[src/rtl/ctrl_pkg.sv]
// Shared definitions for the hardwired control sequencer: step states,
// supported opcodes and IR field positions.
package ctrl_pkg;

  typedef enum logic [3:0] {
    S_IDLE = 4'd0,
    S_T0   = 4'd1,
    S_T1   = 4'd2,
    S_T2   = 4'd3,
    S_T3   = 4'd4,
    S_T4   = 4'd5,
    S_T5   = 4'd6,
    S_T6   = 4'd7,
    S_HALT = 4'd8
  } state_e;

  localparam int OPC_WIDTH = 5;
  localparam int REG_IDX_W = 4;

  localparam int IR_OPC_MSB = 31;
  localparam int IR_RA_MSB  = 26;
  localparam int IR_RB_MSB  = 22;
  localparam int IR_RC_MSB  = 18;

  localparam logic [OPC_WIDTH-1:0] OPC_ADD  = 5'b00000;
  localparam logic [OPC_WIDTH-1:0] OPC_SUB  = 5'b00001;
  localparam logic [OPC_WIDTH-1:0] OPC_AND  = 5'b00010;
  localparam logic [OPC_WIDTH-1:0] OPC_OR   = 5'b00011;
  localparam logic [OPC_WIDTH-1:0] OPC_MUL  = 5'b01110;
  localparam logic [OPC_WIDTH-1:0] OPC_DIV  = 5'b01111;
  localparam logic [OPC_WIDTH-1:0] OPC_HALT = 5'b11011;

endpackage

[src/rtl/reg_select_decoder.sv]
// Register index to one-hot enable; purely combinational, zero latency,
// no flow control. All-zero output when disabled.
module reg_select_decoder
  import ctrl_pkg::*;
#(
  parameter int NUM_REGS = 16
) (
  input  logic [REG_IDX_W-1:0] idx_i,
  input  logic                 en_i,
  output logic [NUM_REGS-1:0]  onehot_o
);

  always_comb begin
    onehot_o = '0;
    if (en_i) onehot_o[idx_i] = 1'b1;
  end

endmodule

[src/rtl/control_sequencer.sv]
// Hardwired T0..T6 fetch/ALU sequencer; one step per clock, T1 stalls until mem_ready.
// ILLEGAL_TRAP_EN: unsupported opcodes halt the sequencer instead of acting as NOP.
module control_sequencer
  import ctrl_pkg::*;
#(
  parameter int NUM_REGS = 16,
  parameter int OPC_W    = OPC_WIDTH
) (
  input  logic                clock,
  input  logic                clear,
  input  logic                start,
  input  logic [31:0]         ir,
  input  logic                mem_ready,
  output logic                PCout,
  output logic                MARin,
  output logic                IncPC,
  output logic                PCin,
  output logic                Read,
  output logic                MDRin,
  output logic                MDRout,
  output logic                IRin,
  output logic                Yin,
  output logic                ZLowIn,
  output logic                ZHighIn,
  output logic                Zlowout,
  output logic                Zhighout,
  output logic                HIin,
  output logic                LOin,
  output logic [OPC_W-1:0]    alu_op,
  output logic [NUM_REGS-1:0] r_in,
  output logic [NUM_REGS-1:0] r_out,
  output logic                halted,
  output logic                illegal
);

  state_e state_q, state_d;
  logic   illegal_q, illegal_d;
  logic   t1_wait_q, t1_wait_d;

  logic [OPC_W-1:0]     opc;
  logic [REG_IDX_W-1:0] ra, rb, rc;
  logic                 is_3reg, is_muldiv, is_halt;
  logic                 rin_en, rout_en;
  logic [REG_IDX_W-1:0] rin_idx, rout_idx;
  logic                 unused_ir_bits;

  assign opc = ir[IR_OPC_MSB -: OPC_W];
  assign ra  = ir[IR_RA_MSB -: REG_IDX_W];
  assign rb  = ir[IR_RB_MSB -: REG_IDX_W];
  assign rc  = ir[IR_RC_MSB -: REG_IDX_W];
  assign unused_ir_bits = ^ir[IR_RC_MSB-REG_IDX_W:0];

  assign is_3reg   = (opc == OPC_ADD) || (opc == OPC_SUB) ||
                     (opc == OPC_AND) || (opc == OPC_OR);
  assign is_muldiv = (opc == OPC_MUL) || (opc == OPC_DIV);
  assign is_halt   = (opc == OPC_HALT);

  always_ff @(posedge clock or negedge clear) begin
    if (!clear) begin
      state_q   <= S_IDLE;
      illegal_q <= 1'b0;
      t1_wait_q <= 1'b0;
    end else begin
      state_q   <= state_d;
      illegal_q <= illegal_d;
      t1_wait_q <= t1_wait_d;
    end
  end

  always_comb begin
    state_d   = state_q;
    illegal_d = illegal_q;
    t1_wait_d = 1'b0;
    PCout     = 1'b0;
    MARin     = 1'b0;
    IncPC     = 1'b0;
    PCin      = 1'b0;
    Read      = 1'b0;
    MDRin     = 1'b0;
    MDRout    = 1'b0;
    IRin      = 1'b0;
    Yin       = 1'b0;
    ZLowIn    = 1'b0;
    ZHighIn   = 1'b0;
    Zlowout   = 1'b0;
    Zhighout  = 1'b0;
    HIin      = 1'b0;
    LOin      = 1'b0;
    alu_op    = '0;
    rin_en    = 1'b0;
    rout_en   = 1'b0;
    rin_idx   = ra;
    rout_idx  = rb;

    case (state_q)
      S_IDLE: if (start) state_d = S_T0;
      S_T0: begin
        PCout  = 1'b1;
        MARin  = 1'b1;
        IncPC  = 1'b1;
        ZLowIn = 1'b1;
        state_d = S_T1;
      end
      S_T1: begin
        // The incremented PC is latched once; wait cycles only re-strobe the read.
        Zlowout = 1'b1;
        PCin    = !t1_wait_q;
        Read    = 1'b1;
        MDRin   = 1'b1;
        if (mem_ready) state_d = S_T2;
        else           t1_wait_d = 1'b1;
      end
      S_T2: begin
        MDRout  = 1'b1;
        IRin    = 1'b1;
        state_d = S_T3;
      end
      S_T3: begin
        if (is_3reg || is_muldiv) begin
          rout_en   = 1'b1;
          rout_idx  = is_muldiv ? ra : rb;
          Yin       = 1'b1;
          illegal_d = 1'b0;
          state_d   = S_T4;
        end else if (is_halt) begin
          illegal_d = 1'b0;
          state_d   = S_HALT;
        end else begin
          illegal_d = 1'b1;
`ifdef ILLEGAL_TRAP_EN
          state_d   = S_HALT;
`else
          state_d   = S_T0;
`endif
        end
      end
      S_T4: begin
        rout_en  = 1'b1;
        rout_idx = is_muldiv ? rb : rc;
        alu_op   = opc;
        ZLowIn   = 1'b1;
        ZHighIn  = is_muldiv;
        state_d  = S_T5;
      end
      S_T5: begin
        Zlowout = 1'b1;
        if (is_muldiv) begin
          LOin    = 1'b1;
          state_d = S_T6;
        end else begin
          rin_en  = 1'b1;
          state_d = S_T0;
        end
      end
      S_T6: begin
        Zhighout = 1'b1;
        HIin     = 1'b1;
        state_d  = S_T0;
      end
      S_HALT: if (start) state_d = S_T0;
      default: state_d = S_IDLE;
    endcase
  end

  assign halted  = (state_q == S_HALT);
  assign illegal = illegal_q;

  reg_select_decoder #(.NUM_REGS(NUM_REGS)) u_rin_dec (
    .idx_i    (rin_idx),
    .en_i     (rin_en),
    .onehot_o (r_in)
  );

  reg_select_decoder #(.NUM_REGS(NUM_REGS)) u_rout_dec (
    .idx_i    (rout_idx),
    .en_i     (rout_en),
    .onehot_o (r_out)
  );

endmodule

[config.mk]
export PLATFORM = sky130hd
export DESIGN_NAME = control_sequencer
export DESIGN_NICKNAME = d
export VERILOG_FILES = /design/src/rtl/ctrl_pkg.sv /design/src/rtl/reg_select_decoder.sv /design/src/rtl/control_sequencer.sv
export SDC_FILE = /design/constraint.sdc
export NUM_CORES = 1
export LEC_CHECK = 0
export ABC_CLOCK_PERIOD_IN_PS = 2600
export CAP_MARGIN = 20
export CORE_UTILIZATION = 36
export DETAILED_ROUTE_END_ITERATION = 12
export PLACE_DENSITY = 0.91
export SYNTH_ARGS = -nofsm -noshare
export SYNTH_HDL_FRONTEND = slang
export SYNTH_SLANG_ARGS = --single-unit
[constraint.sdc]
create_clock -name clock -period 2.6 [get_ports clock]
set_input_delay 0.26 -clock clock [delete_from_list [all_inputs] [get_ports clock]]
set_output_delay 0.26 -clock clock [all_outputs]
set_load 0.02 [all_outputs]
# ---- After elaboration in Yosys (flattened, before gate mapping)
# Index checks and enable logic that the tools add are counted.
# W data, S select, Z words.
dict set report totals {
  regBits 6
  inputBits 36
  output_inout_bits 54
}
dict set report classes {
  order_cmp 4
  n_eq_ne 16
  mux 36
  reduce_logical 14
}
# cell count
set op_table {}
lappend op_table {{$mux W16} 2}
lappend op_table {{$pmux W4 S8} 1}
lappend op_table {{$mux W4} 7}
lappend op_table {{$mux W1} 20}
lappend op_table {{$eq A4 B3 Y1 const B} 4}
lappend op_table {{$eq A5 B2 Y1 const B} 2}
lappend op_table {{$eq A5 B4 Y1 const B} 2}
lappend op_table {{$lt A4 B5 Y1 const B} 2}
lappend op_table {{$demux W1 S4} 2}
lappend op_table {{$eq A4 B2 Y1 const B} 2}
lappend op_table {{$ge A4 B1 Y1 const B} 2}
lappend op_table {{$pmux W4 S2} 1}
lappend op_table {{$reduce_or A2 Y1} 3}
lappend op_table {{$eq A5 B1 Y1 const B} 1}
lappend op_table {{$eq A5 B5 Y1 const B} 1}
lappend op_table {{$logic_not A5 Y1} 1}
lappend op_table {{$logic_or A1 B1 Y1} 5}
lappend op_table {{$mux W5} 1}
lappend op_table {{$eq A4 B1 Y1 const B} 1}
lappend op_table {{$eq A4 B4 Y1 const B} 1}
lappend op_table {{$logic_not A4 Y1} 1}
lappend op_table {{$mux W3} 1}
lappend op_table {{$logic_and A1 B1 Y1} 2}
lappend op_table {{$ne A2 B1 Y1 const B} 1}
lappend op_table {{4 further kinds} 4}

# ---- Depth between registers and ports, before layout
# Gate-level depths: netlist of the first run.
dict set report logic_depth {
  depth_word 12
  depth_mapped 8
  depth_no_buf 5
}

# ---- Cells and area by module
# A second synthesis of the first run with hierarchy kept.
dict set report hier_totals {
  hier_cells 141
  area_unflattened_um2 915.9
}
# mod n_inst cells_per_inst area_per_inst_um2
set modules_own_cells {}
lappend modules_own_cells {control_sequencer 1 95 678.2}
lappend modules_own_cells {{reg_select_decoder (u_rin_dec)} 1 23 120.1}
lappend modules_own_cells {{reg_select_decoder (u_rout_dec)} 1 23 117.6}

# ---- Worst setup path after synthesis of the first run
# Ideal clock, no wire load.
dict set report synth_path {
  path_kind {flip-flop to output port}
  from {register state_q[1]}
  to {output port r_out[14]}
  arrival_time_ns 2.121
  t_required_ns 2.340
  setup_slack_ns 0.219
  stages_incl_launch_ff 7
  cell_sequence {dfrtp_1 buf_6 or3b_1 buf_6 or2b_2 nand3_4 nor4b_1}
}
dict set report synth_between {
  elab_chain_cells 7
  word_cells_on_any_way 10
  classes_between {2 x order compare; 2 x eq/ne; 5 x mux; 1 x reduce/logical}
}
# item line_no
set synth_rtl {}
lappend synth_rtl {{start: declaration} control_sequencer.sv:36} ;# state_e state_q, state_d;
lappend synth_rtl {{start signal: assignment} control_sequencer.sv:64} ;# state_q <= state_d;
lappend synth_rtl {{$eq A4 B3 Y1} control_sequencer.sv:95} ;# case (state_q)
lappend synth_rtl {{$pmux W4 S2} control_sequencer.sv:95}
lappend synth_rtl {{$lt A4 B5 Y1 (implied by the code) or $ge A4 B1 Y1 (tied branches)} reg_select_decoder.sv:15} ;# if (en_i) onehot_o[idx_i] = 1'b1;
lappend synth_rtl {{$logic_and A1 B1 Y1 (implied by the code)} reg_select_decoder.sv:15}
lappend synth_rtl {{$mux W1 (implied by the code)} reg_select_decoder.sv:15}
lappend synth_rtl {{$demux W1 S4} -}
lappend synth_rtl {{$mux W16 (*)} reg_select_decoder.sv:15}
lappend synth_rtl {{end: declaration} control_sequencer.sv:31} ;# output logic [NUM_REGS-1:0] r_out,
# Mark *: on every way between the ends. The rest lies on a longest branch, timed or not.

# ---- Worst setup path in the final report of the first run
dict set report layout_path {
  from {input port ir[29]}
  to {output port r_out[14]}
}
dict set report layout_between {
  elab_chain_cells 12
  word_cells_on_any_way 23
  classes_between {2 x order compare; 5 x eq/ne; 9 x mux; 7 x reduce/logical}
}
# item line_no
set layout_rtl {}
lappend layout_rtl {{start: declaration} control_sequencer.sv:12} ;# input logic [31:0] ir,
lappend layout_rtl {{$eq A5 B1 Y1 or $logic_not A5 Y1 (tied branches)} control_sequencer.sv:53} ;# assign is_3reg = (opc == OPC_ADD) || (opc == OPC_SUB) ||
lappend layout_rtl {{$logic_or A1 B1 Y1 (2 in series)} control_sequencer.sv:53}
lappend layout_rtl {{$logic_or A1 B1 Y1} control_sequencer.sv:54} ;# (opc == OPC_AND) || (opc == OPC_OR);
lappend layout_rtl {{$logic_or A1 B1 Y1} control_sequencer.sv:119} ;# if (is_3reg || is_muldiv) begin
lappend layout_rtl {{$mux W4} control_sequencer.sv:119}
lappend layout_rtl {{$pmux W4 S2} control_sequencer.sv:95}
lappend layout_rtl {{$lt A4 B5 Y1 (implied by the code) or $ge A4 B1 Y1 (tied branches)} reg_select_decoder.sv:15}
lappend layout_rtl {{$logic_and A1 B1 Y1 (implied by the code)} reg_select_decoder.sv:15}
lappend layout_rtl {{$mux W1 (implied by the code)} reg_select_decoder.sv:15}
lappend layout_rtl {{$demux W1 S4} -}
lappend layout_rtl {{$mux W16 (*)} reg_select_decoder.sv:15}
# Marked as above.

==> impl_metrics.json, run 1 <==
{
  "outcome": "complete, no violations",
  "holdWs_ns": 0.255,
  "synth_edf_count": 0,
  "routed-via-count": 1563,
  "p_leak_nw": 0.941,
  "crit_start": "ir[29]",
  "critPathMaxStageDelay_ns": 0.42,
  "ys_types": 45,
  "dp_hpwl_mm": 3.20,
  "yosysWarningCount": 0,
  "postSynth.asyncResetShare_pct": 100,
  "p_total_mw": 1.20,
  "cp_max_fo": 8,
  "power_frac_comb_pct": 79.1,
  "skew_ns": 0.00436,
  "start_util_pct": 37.9,
  "rsz0062_at_grt": "yes",
  "critPathKind": "in2out",
  "vias_per_cell": 5.30,
  "root_buffer": "clkbuf_4",
  "irDropWorstVdd_uv": 571,
  "grt_pass1_wl_mm": 6.28,
  "syn_avg_cell_area_sq_um": 7.45,
  "min_period_ns": 2.58,
  "firstDrtPassIters": 4,
  "postCtsSetupBuffers": 0,
  "num_rows": 20,
  "groute.usage.overall_pct": 23.0,
  "multi_input_area_sq_um": 918,
  "wl_per_cell_um": 13.8,
  "insertion_delay_ns": 0.25,
  "p_sw_uw": 591,
  "cts_max_level": 1,
  "drcViolationCount": 0,
  "gp_congestion": 0.821,
  "dieArea_sq_um": 3420,
  "numCtsBuffers": 3,
  "slew_headroom_pct": 69.1,
  "dp_cells": 292,
  "seqPwrFrac_pct": 13.7,
  "layout.nets": 289,
  "internal-power_uw": 610,
  "mostFrequentLayoutCells": "41 x clkdlybuf4s50_1, 38 x buf_4, 35 x nor2_1",
  "clockBufferDepth": 2,
  "seq_area_sq_um": 150,
  "numClockSinks": 6,
  "worstSetupEndpointType": "primary output",
  "reg2reg_to": "state_q[2]",
  "cp_cell_sequence": "clkdlybuf4s50_1, buf_4, nand4b_1, buf_4, nor2_1, o21ai_1, nand3_4, nor4b_2, clkdlybuf4s15_2",
  "max_freq_mhz": 387,
  "switching_share_pct": 49.2,
  "synth-seq-cells": 6,
  "r2r_cells": 6,
  "tightest_slew_ns": 0.459,
  "worstPathRequired_ns": 2.34,
  "fin_cells": 295,
  "slew_violations": 0,
  "cts_tree": "yes",
  "worstHoldPathType": "in2async",
  "power.density_nw_per_um2": 571,
  "synthCells": 154,
  "drt_wl_total_mm": 4.08,
  "clk_pin_slew_ns": 0.05,
  "final_antenna_net_count": 0,
  "max-cap-violations": 0,
  "grt_pass1_vias": 1430,
  "diodes": 0,
  "cp-endpoint": "r_out[14]",
  "syn_to_final_growth_pct": 83.2,
  "cts_hold_buf": 0,
  "r2r_start": "state_q[1]",
  "ys_seq_area_share_pct": 13.1,
  "crit_path_start_kind": "input pin",
  "boundaryPins": 90,
  "worst_path_most_repeated_cell": "buf_4",
  "syn-cell-area_sq_um": 1150,
  "arrival_ns": 2.32,
  "nFillCells": 244,
  "synth_flop_cell": "dfrtp_1",
  "reg2reg_slack_ns": 1.11,
  "drive_gt1_share_pct": 33.5,
  "drt_iter0_markers": 90,
  "fp.dieH_um": 58.5,
  "grt_antenna_before_repair": 0,
  "finalCritPeriodShare_pct": 99.4,
  "hold_violations": 0,
  "portBuffers": 74,
  "dieWidth_um": 58.5,
  "slowest_stage": "clkdlybuf4s50_1",
  "setup_viol": 0,
  "overflow": 0,
  "pwr-share-clk_pct": 7.2,
  "layout_commonest_cell": "clkdlybuf4s50_1",
  "synthesis.nets": 190,
  "grt_max_degree": 14,
  "core_sq_um": 3030
}
[flip-flops by register name (all words and copies together) (netlist names)]
signal,cells
illegal,1
state_q,4
t1_wait_q,1
[final cells by class]
type,count,share of cell area [%]
repair buffers,110,44.6
multi-input cells,127,43.7
flip-flops and latches,6,7.14
well taps,44,2.62
clock buffers,3,1.07
inverters,5,0.893
[cell usage after synthesis (2+ instances only)]
cell type	instances	share of area, %
a21oi_1	2	0.87
a31oi_1	2	1.1
and3_1	5	2.7
buf_2	3	1.3
buf_4	8	5.2
buf_6	3	2.9
clkbuf_1	2	0.65
dfrtp_1	6	13
inv_1	5	1.6
mux2i_1	2	1.7
nand2_1	7	2.3
nand2b_1	3	1.6
nand3_1	4	1.7
nand3b_1	2	1.3
nand4_1	2	1.1
nor2_1	35	11
nor3_1	11	4.8
nor3_2	4	3.5
nor4_1	2	1.1
nor4_2	2	2.2
nor4b_2	8	10
o21a_1	3	2.0
o21ai_0	6	2.6
o21ai_1	3	1.3
o21ai_2	2	1.5
o221ai_2	2	2.6
or3_1	2	1.1
[power by group through the flow]
| stage | Combinational [mW] | Clock [mW] | Sequential [mW] |
|---|---|---|---|
| floorplan | 0.588 | 0 | 0.147 |
| finish | 0.950 | 0.0864 | 0.165 |
| CTS | 0.928 | 0.0903 | 0.162 |
| global route | 1.01 | 0.0979 | 0.169 |
| global placement | 0.880 | 0 | 0.160 |
| detailed placement | 0.904 | 0 | 0.162 |
[critical path, delay by kind of cell]
kind	cells	cell delay, ns
and+or+nand+nor	4	0.70
buffers and inverters	4	1.05
AOI/OAI and AO/OA	1	0.30
[cell families (layout without fill, tap and decap cells)]
logic type	after synthesis	in the layout	share of synthesized area, %
AO/OA/AOI/OAI	30	30	20.4
buffers and inverters	21	118	11.8
flip-flops	6	6	13.1
multiplexers	2	2	1.74
AND/OR/NAND/NOR	95	95	53.0
[repair_timing]
action | in CTS | in global routing
pin swaps | 2 | 2
endpoints found under the setup margin | 32 | 19
cloned | 0 | 0
gates resized for setup | 86 | 14
[worst min path at each step]
| stage | from | endpoint | slack (ns) | depth (start not counted) |
|---|---|---|---|---|
| 2_1_floorplan | clear | illegal | -0.04 | 0 |
| 3_3_place_gp | clear | t1_wait_q | 0.51 | 1 |
| 3_5_place_dp | clear | t1_wait_q | 0.51 | 1 |
| 4_1_cts | clear | t1_wait_q | 0.25 | 1 |
| 5_1_grt | clear | illegal | 0.26 | 1 |
| 6_report | clear | t1_wait_q | 0.25 | 1 |
[layer usage]
layer | share of wire (%) | GRT usage [%] | wire, um
met2 | 47 | 41.4 | 1920
met5 | 0 | 0 | 0
met4 | 0.61 | 4.42 | 25
met1 | 45 | 30.0 | 1820
met3 | 7.7 | 2.42 | 313
[per-stage QoR]
| step | setup TNS [ns] | utilization, % | area, sq um | setup slack [ns] |
|---|---|---|---|---|
| after floorplan | 0 | - | 1150 | 0.219 |
| after global placement | -7.71 | 69.3 | 2100 | -0.464 |
| after detailed placement | -9.52 | 69.3 | 2100 | -0.546 |
| after CTS | 0 | 69.4 | 2100 | 0.000885 |
| after global routing | -0.272 | 69.4 | 2100 | -0.0779 |
| final | 0 | 69.4 | 2100 | 0.0167 |
Note: power is estimated with default switching activity, not from simulation.
==> run 2: changes to the inputs <==
- CORE_MARGIN: unset -> 10
- CTS_CLUSTER_SIZE: unset -> 8
- PLACE_DENSITY: 0.91 -> 0.86
==> impl_metrics.json, run 2 (synthesis results as in run 1) <==
{
  "outcome": "complete, no violations",
  "clockBufferDepth": 2,
  "fp.dieH_um": 76.5,
  "gr-usage-met1_pct": 18.4,
  "setup_tns_ns": 0,
  "largest_reg_flops": 4,
  "hold_violations": 0,
  "max_freq_mhz": 397,
  "rsz0062_at_grt": "yes",
  "top_usage_layer": "met2",
  "num_rows": 20,
  "cts_tree": "yes",
  "min_period_ns": 2.52,
  "irDropWorstVdd_uv": 486,
  "grt_antenna_before_repair": 0,
  "max-cap-violations": 0,
  "arrival_ns": 2.26,
  "dp_cells": 299,
  "cts_max_level": 1,
  "drt_wl_total_mm": 5.03,
  "drcViolationCount": 0,
  "holdWs_ns": 0.260,
  "numCtsBuffers": 3,
  "dieWidth_um": 76.5,
  "top_register": "state_q",
  "insertion_delay_ns": 0.25,
  "root_buffer": "clkbuf_4",
  "boundaryPins": 90,
  "pre_cts_slack_ns": -0.432,
  "core_sq_um": 3050,
  "r2r_cells": 6,
  "critPathKind": "reg2out",
  "numClockSinks": 6,
  "p_leak_nw": 1.21,
  "worstPathRequired_ns": 2.34,
  "grt_pass1_wl_mm": 7.92,
  "dp_hpwl_mm": 3.92,
  "layout_commonest_cell": "buf_4",
  "vias_per_cell": 5.35,
  "skew_ns": 0.00399,
  "fin_cells": 303,
  "start_util_pct": 37.6,
  "syn_to_final_growth_pct": 98.9,
  "wl_per_cell_um": 16.6,
  "groute.usage.overall_pct": 15.7,
  "power.density_nw_per_um2": 563,
  "fin_ws_ns": 0.0780,
  "clk_pin_slew_ns": 0.05,
  "drive_gt1_share_pct": 38.6,
  "slew_headroom_pct": 79.3,
  "diodes": 0,
  "seq_area_sq_um": 150,
  "multi_input_area_sq_um": 956,
  "tightest_slew_ns": 0.308,
  "worstSetupEndpointType": "primary output",
  "grt_max_degree": 13,
  "grt.met3_usage_pct": 4.72,
  "met2_usage_pct": 27.0,
  "cp_max_fo": 8,
  "firstDrtPassIters": 4,
  "nFillCells": 241,
  "drt_iter0_markers": 65,
  "setup_viol": 0,
  "crit_path_start_kind": "flop",
  "gp_congestion": 0.877,
  "layout.nets": 297,
  "cts_hold_buf": 0,
  "portBuffers": 74,
  "routed-via-count": 1622,
  "worstHoldPathType": "in2async",
  "overflow": 0,
  "grt_pass1_vias": 1606,
  "finalCritPeriodShare_pct": 97.0,
  "slew_violations": 0,
  "dieArea_sq_um": 5850,
  "final_antenna_net_count": 0,
  "mostFrequentLayoutCells": "42 x buf_4, 38 x clkdlybuf4s50_1, 33 x nor2_1"
}
## run 2: layout make-up
| cell class | instances | share of cell area (%) |
|---|---|---|
| Sequential cell | 6 | 6.58 |
| Multi-Input combinational cell | 127 | 41.9 |
| Timing Repair Buffer | 118 | 47.3 |
| Clock buffer | 3 | 0.987 |
| Tap cell | 44 | 2.41 |
| Inverter | 5 | 0.822 |
## run 2: path summary, 6_finish.rpt
check | start | end | slack, ns
max | state_q[3] | r_out[6] | 0.08
min | clear | t1_wait_q | 0.26
max reg2reg | state_q[2] | state_q[2] | 1.00
min reg2reg | illegal | illegal | 0.52
max in group asynchronous | clear | state_q[1] | 2.11
min in group clock | illegal | illegal | 0.52
## run 2: power by group
group	switching, mW	internal (mW)	total (mW)
clock	0.0352	0.0523	0.0875
combinational	0.551	0.490	1.04
sequential	0.0308	0.127	0.157
total	0.617	0.669	1.29
## run 2: per-stage QoR
step | utilization [%] | cell area, sq um | power, mW
2_1_floorplan | - | 1150 | 0.735
3_3_place_gp | 70.8 | 2160 | 1.09
3_5_place_dp | 70.8 | 2160 | 1.11
4_1_cts | 71.9 | 2200 | 1.22
5_1_grt | 74.8 | 2280 | 1.37
6_report | 74.8 | 2280 | 1.29
## run 2: per-layer routing
metal | up-vias | share of wire [%]
li1 | 781 | -
met1 | 762 | 40
met2 | 71 | 52
met3 | 8 | 7.1
met4 | 0 | 1.2
met5 | - | 0
## run 2: timing repair
action | 4_1_cts | 5_1_grt
hold endpoints to repair | 0 | 0
buffers inserted | 0 | 1
resized for setup | 55 | 61
pin swaps | 1 | 11
endpoints found under the setup margin | 19 | 32
## run 2: critical path: stages, from the launching register on
cell	delay, ns
dfrtp_1	0.40
buf_6	0.13
nor3b_4	0.31
nand2_2	0.12
o22a_2	0.22
o221a_4	0.29
buf_12	0.14
nor4b_4	0.23
buf_4	0.18
==> run 3: changes to the inputs <==
- GPL_TIMING_DRIVEN: unset -> 1
- MAX_ROUTING_LAYER: unset -> met4
==> impl_metrics.json, run 3 (synthesis results as in run 1) <==
{
  "outcome": "complete, no violations",
  "rsz0062_at_grt": "yes",
  "cp_cell_sequence": "buf_6, nor3b_4, nand2_2, o22a_2, o221a_4, buf_12, nor4b_4, buf_4",
  "num_rows": 20,
  "arrival_ns": 2.26,
  "drt_wl_total_mm": 5.01,
  "firstDrtPassIters": 4,
  "grt_antenna_before_repair": 0,
  "max_freq_mhz": 396,
  "tightest_slew_ns": 0.308,
  "core_sq_um": 3050,
  "p_leak_nw": 1.21,
  "grt_max_degree": 13,
  "numCtsBuffers": 3,
  "setup_tns_ns": 0,
  "setup_viol": 0,
  "clockBufferDepth": 2,
  "overflow": 0,
  "syn_to_final_growth_pct": 98.9,
  "groute.usage.overall_pct": 16.2,
  "worstHoldPathType": "in2async",
  "cp_max_fo": 8,
  "irDropWorstVdd_uv": 490,
  "design_area_sq_um": 2280,
  "crit_start": "state_q[3]",
  "insertion_delay_ns": 0.25,
  "routed-via-count": 1636,
  "placed_area_sq_um": 2160,
  "drt_iter0_markers": 75,
  "largest_reg_flops": 4,
  "critPathKind": "reg2out",
  "drcViolationCount": 0,
  "path_buf_inv": 3,
  "grt_pass1_wl_mm": 7.91,
  "cts_max_level": 1,
  "fp.dieH_um": 76.5,
  "hold_violations": 0,
  "boundaryPins": 90,
  "clk_pin_slew_ns": 0.05,
  "cts_tree": "yes",
  "portBuffers": 74,
  "root_buffer": "clkbuf_4",
  "crit_path_start_kind": "flop",
  "critPathMaxStageDelay_ns": 0.40,
  "r2r_start": "state_q[2]",
  "wl_per_cell_um": 16.5,
  "dieArea_sq_um": 5850,
  "dp_hpwl_mm": 3.92,
  "numClockSinks": 6,
  "pre_cts_slack_ns": -0.432,
  "max-cap-violations": 0,
  "fin_ws_ns": 0.0765,
  "slew_headroom_pct": 79.3,
  "start_util_pct": 37.6,
  "cp-endpoint": "r_out[6]",
  "skew_ns": 0.00343,
  "drive_gt1_share_pct": 38.6,
  "reg2reg_to": "state_q[2]",
  "critical_path_depth": 8,
  "path_delay_family": "simple AND/OR/NAND/NOR gates",
  "vias_per_cell": 5.40,
  "layout_commonest_cell": "buf_4",
  "power.density_nw_per_um2": 563,
  "layout.nets": 297,
  "mostFrequentLayoutCells": "42 x buf_4, 38 x clkdlybuf4s50_1, 33 x nor2_1",
  "min_period_ns": 2.52,
  "fin_cells": 303,
  "p_total_mw": 1.28,
  "slew_violations": 0,
  "gp_congestion": 0.892,
  "slowest_stage": "dfrtp_1",
  "grt_pass1_vias": 1604,
  "diodes": 0,
  "r2r_cells": 6,
  "reg2reg_slack_ns": 1.01,
  "dp_cells": 299,
  "finalCritPeriodShare_pct": 97.1,
  "worstPathRequired_ns": 2.34,
  "worstSetupEndpointType": "primary output",
  "final_antenna_net_count": 0,
  "dieWidth_um": 76.5,
  "top_register": "state_q"
}
run 3: cell counts in the layout (fill, tap and decap cells not counted):
No cell type changed its count.
run 3: per-layer routing:
metal / share of wire (%) / global-route usage, % / wire length (um) / vias to the layer above
met4: 1.2 / 4.09 / 61 / 0
met3: 4.9 / 3.30 / 246 / 7
met1: 42 / 19.3 / 2120 / 784
li1: - / - / - / 778
met2: 52 / 27.0 / 2580 / 67
met5: 0 / - / 0 / -
run 3: area by class of cell:
| type | instances | area (sq um) |
|---|---|---|
| Inverter | 5 | 18.8 |
| Timing Repair Buffer | 118 | 1080 |
| Multi-Input combinational cell | 127 | 956 |
| Tap cell | 44 | 55.1 |
| Sequential cell | 6 | 150 |
| Clock buffer | 3 | 22.5 |
| Fill cell | 241 | 771 |
run 3: worst register-to-register path: cells and delay by family (launching register included):
family	cells	cell delay, ns
AND/OR/NAND/NOR	2	0.51
buffers and inverters	3	0.43
flip-flops	1	0.36
AO/OA/AOI/OAI	1	0.16
run 3: worst min-delay path by stage:
stage                        from   endpoint  slack [ns]  depth (start not counted)
after floorplan             clear    illegal       -0.04                          0
after global placement    illegal    illegal        0.49                          2
after detailed placement  illegal    illegal        0.50                          2
after CTS                   clear  t1_wait_q        0.26                          1
after global routing        clear  t1_wait_q        0.26                          1
final                       clear  t1_wait_q        0.26                          1
run 3: metrics by stage:
stage / utilization (%) / hold WS (ns)
2_1_floorplan: - / -0.0356
3_3_place_gp: 70.8 / 0.495
4_1_cts: 71.9 / 0.256
3_5_place_dp: 70.8 / 0.502
6_report: 74.8 / 0.257
5_1_grt: 74.8 / 0.258
run 3: repair_timing:
action	in CTS	in global routing
resized for setup	55	61
setup endpoints to repair	19	32
pin swaps	1	11
hold buffers	0	0
cloned	0	0
hold endpoints to repair	0	0
setup buffers	0	1
run 3: where the power goes:
group | switching, mW | internal [mW]
clock network | 0.0356 | 0.0523
logic | 0.550 | 0.490
registers | 0.0301 | 0.127
